### src/rtl/ofifo.sv
// Output FIFO behind the MAC array: one FIFO per column, written on that column's
// valid strobe, popped a whole aligned row at a time so column skew is removed.
module ofifo #(
  parameter int col     = 8,
  parameter int psum_bw = 16,
  parameter int depth   = 16
) (
  input  logic                   clk,
  input  logic                   reset,
  input  logic [col-1:0]         wr,
  input  logic [psum_bw*col-1:0] in,
  input  logic                   rd,
  output logic [psum_bw*col-1:0] out,
  output logic                   out_vld,
  output logic                   o_valid,
  output logic                   o_full,
  output logic                   o_ready,
  output logic                   o_ovf
);

  localparam int aw = $clog2(depth);
  localparam logic [aw:0] depth_cnt = (aw+1)'(depth);

  logic [psum_bw-1:0] mem [col][depth];
  logic [aw-1:0]      wp  [col];
  logic [aw:0]        cnt [col];
  logic [aw-1:0]      rp;

  logic [col-1:0] col_empty;
  logic [col-1:0] col_full;
  logic [col-1:0] wr_acc;
  logic           rd_acc;
  logic           ovf_evt;

  // Status flags look only at registered counts, never at this cycle's strobes.
  always_comb begin
    // NOTE: every variable written here gets a default first so no latch is inferred.
    col_empty = '0;
    col_full  = '0;
    for (int c = 0; c < col; c++) begin
      col_empty[c] = (cnt[c] == '0);
      col_full[c]  = (cnt[c] == depth_cnt);
    end
  end

  assign o_valid = ~|col_empty;
  assign o_full  = |col_full;
  assign o_ready = ~o_full;
  assign rd_acc  = rd & o_valid;

  // A read in the same edge frees the head slot, so a full column may still take a write.
  always_comb begin
    wr_acc  = '0;
    ovf_evt = 1'b0;
    for (int c = 0; c < col; c++) begin
      wr_acc[c] = wr[c] & (~col_full[c] | rd_acc);
      if (wr[c] && col_full[c] && !rd_acc)
        ovf_evt = 1'b1;
    end
  end

  // NOTE: storage carries no reset; only pointers and counts define what is valid.
  always_ff @(posedge clk) begin
    for (int c = 0; c < col; c++) begin
      if (wr_acc[c])
        mem[c][wp[c]] <= in[psum_bw*c +: psum_bw];
    end
  end

  // NOTE: sequential state uses non-blocking assignments so all regs update together.
  always_ff @(posedge clk or posedge reset) begin
    if (reset) begin
      for (int c = 0; c < col; c++) begin
        wp[c]  <= '0;
        cnt[c] <= '0;
      end
      rp <= '0;
    end else begin
      for (int c = 0; c < col; c++) begin
        if (wr_acc[c])
          wp[c] <= wp[c] + 1'b1;
        case ({wr_acc[c], rd_acc})
          2'b10:   cnt[c] <= cnt[c] + 1'b1;
          2'b01:   cnt[c] <= cnt[c] - 1'b1;
          default: cnt[c] <= cnt[c];
        endcase
      end
      if (rd_acc)
        rp <= rp + 1'b1;
    end
  end

  always_ff @(posedge clk or posedge reset) begin
    if (reset) begin
      out     <= '0;
      out_vld <= 1'b0;
      o_ovf   <= 1'b0;
    end else begin
      out_vld <= rd_acc;
      if (rd_acc) begin
        for (int c = 0; c < col; c++)
          out[psum_bw*c +: psum_bw] <= mem[c][rp];
      end
      if (ovf_evt)
        o_ovf <= 1'b1;
    end
  end

endmodule

### config.mk
export PLATFORM = sky130hd
export DESIGN_NAME = ofifo
export DESIGN_NICKNAME = d
export VERILOG_FILES = /design/src/rtl/ofifo.sv
export SDC_FILE = /design/constraint.sdc
export NUM_CORES = 2
export LEC_CHECK = 0
export BUFFER_PORTS_ARGS = -buffer_cell sky130_fd_sc_hd__buf_2
export CAP_MARGIN = 20
export CORE_MARGIN = 4
export CORE_UTILIZATION = 60
export DETAILED_ROUTE_END_ITERATION = 12
export PLACE_DENSITY = 0.79
export SETUP_SLACK_MARGIN = 0.05
export SYNTH_ARGS = -nofsm -noshare
export SYNTH_HDL_FRONTEND = slang
export SYNTH_SLANG_ARGS = --single-unit
### constraint.sdc
create_clock -name clk -period 8.4 [get_ports clk]
set_input_delay 1.26 -clock clk [delete_from_list [all_inputs] [get_ports clk]]
set_output_delay 1.26 -clock clk [all_outputs]
set_load 0.01 [all_outputs]
==> results.md <==
* Distinct cells, synth at 47
* Final Power at 34.6 mW
* Horiz. Die Dim at 390 um
* Slowest stage delay, CP at 0.86 ns
* Global Route Usage Sum at 25.4%
* Crit path kind: reg -> reg
* Fin util at 68.0%
* Crit path buf inv count at 1
* Peak Freq at 216 MHz
* WHS Path Cells at 1
* Rows at 139
* Clock Latency Late Sink at 0.83 ns
* # nets final at 4377
* Max Cap Viol at 0
* Net Sw Power at 10.4 mW
* Reg clk slew, reported paths at 0.06 ns
* Switching Share at 30.0%
* Total die area at 152000 um^2
* Clock power frac at 27.4%
* DP Worst Slack at 3.57 ns
* Hold-fix buffers, CTS at 0
* Crit path to: mem[0][703]$_DFFE_PP_
* Max VDD drop at 0.000336 V
* Crit end category: flip-flop
* Final hold vios at 0
* Worst R2R End: mem[0][703]$_DFFE_PP_
* Clock Skew at 0.0501 ns
* Inst Count DP at 5855
* Die height at 390 um
* Starting DRC count in detailed routing at 4481
* Initial antenna violation count at 25
* Vias per cell at 6.46
* Fillers at 8643
* Period Utilization, post-route at 55.0%
* Cell area after synthesis at 87500 um^2
* Crit path required time at 8.81 ns
* Dpl hpwl at 112 mm
* Syn. warnings at 0
* DR vias at 40500
* Worst path arrival time at 5.03 ns
* PortBufs at 271
* Core Footprint at 144000 um^2
* Post-CTS Resized at 0
* Pleak at 32.2 nW
* Clock buffer depth at 3
* Sequential element share of the synthesized area at 76.1%
* Unrepaired setup endpoints after global routing: false
* Critical path cell sequence: nor4_1 -> a22oi_1 -> and3_4 -> buf_12 -> o21ai_1 -> nor2_2
* Critical R2R Launch: cnt[18]$_DFFE_PP0P_
* R2R Setup Slk at 3.78 ns
* Cts bufs inserted at 212
* Worst r2r path cells at 6
* Slew @ Worst Pin at 1.16 ns
* Worst path depth at 6
* First-pass GRT wire length at 283 mm
* Delay-heaviest family, CP: simple AND/OR/NAND/NOR gates
* Reg power frac at 42.3%
* Pwr Density at 353 nW/um^2
* #FFs+latches synth at 2254
* Type of the tightest min-delay check: reg -> reg
* Crit-path max FO at 119
* CTS H-tree depth at 4
* Post-DRT Antenna Nets at 0
* Vias in the first global route at 41900
* Largest net degree at the start of global routing at 161
* DRT Pass-1 Iters at 5
* I/O pin count at 272
* Critical-path top delay cell: nor2_2
* Syn Inst Count at 3811
* Residual DRC count at 0
* Top_reg_cell synth: edfxtp_1
* Logic pwr share at 30.3%
* Post-CTS setup buffer count at 0
* EDFF count, synth at 2048
* Final std cells w/o fill at 6272
* GP Congestion at 0.815
* Wirelength per Cell at 30.1 um
* Setup tns final at 0 ns
* Startpoint types: flip-flop
* Layout cell share with drive strength beyond 1 at 35.9%
* Initial Utilization at 60.6%
* Final setup vio count at 0
* Synthesized area per cell at 23.0 um^2
* Syn nets at 4017
* CTS tree: yes
* Root buffer cell: clkbuf_16
* CP startpoint: cnt[18]$_DFFE_PP0P_
* Relative slew slack at 22.8%
* Routed wire length at 189 mm
* Internal power at 24.2 mW
* Post-synth ARST share at 9.14%
* Max Slew Vio Count at 0
* Min cycle time layout at 4.62 ns
* Grt total ovfl at 0
* Status: finished clean
* Final worst slack at 3.78 ns
* Layout overhead on the synthesized area at 12.2%
* CTS sink cnt at 2254
cell usage after synthesis, types with 10 or more instances:
| cell type | n | area, um^2 |
|---|---|---|
| xnor2_1 | 43 | 377 |
| buf_2 | 24 | 120 |
| nand3_1 | 27 | 135 |
| buf_6 | 27 | 304 |
| inv_1 | 65 | 244 |
| o21ai_0 | 11 | 55.1 |
| o21ai_1 | 10 | 50.1 |
| clkbuf_1 | 75 | 282 |
| ha_1 | 59 | 738 |
| dfrtp_1 | 206 | 5150 |
| a22oi_1 | 10 | 75.1 |
| mux2_2 | 142 | 1600 |
| a21oi_1 | 22 | 110 |
| buf_4 | 31 | 233 |
| mux4_2 | 640 | 14400 |
| a21o_1 | 16 | 120 |
| buf_1 | 30 | 113 |
| nor3_1 | 17 | 85.1 |
| o2bb2ai_1 | 12 | 105 |
| nor2_1 | 122 | 458 |
| edfxtp_1 | 2048 | 61500 |
| nand2_1 | 54 | 203 |
| xor2_1 | 18 | 158 |
final cells by class:
cell class                 count  area (um^2)  area share [%]
timing repair buffer         333         1960            2.00
tap                         1903         2380            2.43
multi-input combinational   1305        19900            20.3
inverter                      65          251           0.256
antenna                       12         30.0          0.0306
clock inverter               112         1110            1.13
clock buffer                 288         5890            6.00
sequential                  2254        66700            67.9
routing by layer:
layer | vias to the layer above | wire, um | track usage [%]
li1 | 16700 | - | -
met1 | 21600 | 74800 | 37.3
met2 | 1936 | 93300 | 40.1
met3 | 312 | 15900 | 4.98
met4 | 14 | 4540 | 6.53
met5 | - | 96 | 0
flip-flops by register name, summed over array words and instances, names as in the netlist:
| register | cells |
|---|---|
| out | 128 |
| rp | 4 |
| out_vld | 1 |
| cnt | 40 |
| o_ovf | 1 |
| wp | 32 |
| mem | 2048 |
logic make-up after synthesis:
| group | share of synthesized area, % |
|---|---|
| buf+inv | 1.48 |
| mux | 18.4 |
| fa+ha+maj | 1.03 |
| xor+xnor | 0.610 |
| compound gates | 0.969 |
| flops | 76.1 |
| simple gates | 1.39 |
worst min-delay path by stage:
stage / start / endpoint / slack (ns)
after floorplan: wp[11]$_DFFE_PP0P_ / wp[11]$_DFFE_PP0P_ / 0.45
after CTS: wp[3]$_DFFE_PP0P_ / wp[3]$_DFFE_PP0P_ / 0.49
after global routing: out[67]$_DFFE_PP0N_ / out[67]$_DFFE_PP0N_ / 0.51
after global placement: wp[3]$_DFFE_PP0P_ / wp[3]$_DFFE_PP0P_ / 0.48
after detailed placement: wp[3]$_DFFE_PP0P_ / wp[3]$_DFFE_PP0P_ / 0.48
final: out[67]$_DFFE_PP0N_ / out[67]$_DFFE_PP0N_ / 0.50
per-stage QoR:
stage               instance area [um^2]  hold WS [ns]
floorplan                          87500         0.454
detailed placement                 91100         0.477
global placement                   91000         0.475
CTS                                98100         0.491
finish                             98200         0.500
global route                       98200         0.510
power groups by stage:
stage                     Combinational, mW  Clock (mW)  Sequential, mW
after floorplan                        7.54           0            14.6
after global placement                 10.2           0            14.8
after detailed placement               10.5           0            14.9
after CTS                              10.6        9.63            14.7
after global routing                   11.2        10.2            14.8
final                                  10.5        9.50            14.6
cell usage in the layout (no fill, tap or decap), types with 8 or more instances in the layout:
master,synthesis,final
clkbuf_1,75,52
o21ai_0,11,11
nor3_2,0,12
buf_4,31,48
inv_1,65,64
clkbuf_16,0,217
diode_2,0,12
dfrtp_1,206,202
o21ai_1,10,10
and2_1,9,9
mux4_2,640,640
clkinvlp_4,0,8
bufinv_16,0,16
o22ai_1,8,8
nor2_1,122,24
mux2_2,142,142
clkbuf_8,0,19
xor2_1,18,18
buf_12,0,8
clkinv_1,0,35
clkinv_2,0,40
xnor2_1,43,43
buf_2,24,271
ha_1,59,59
edfxtp_1,2048,2048
a22oi_1,10,10
o2bb2ai_1,12,12
nor2_2,0,98
nand3_1,27,27
a21o_1,16,16
a21oi_1,22,22
nand2_1,54,54
fa_1,8,8
No activity file was read; power rests on OpenSTA's default activity.
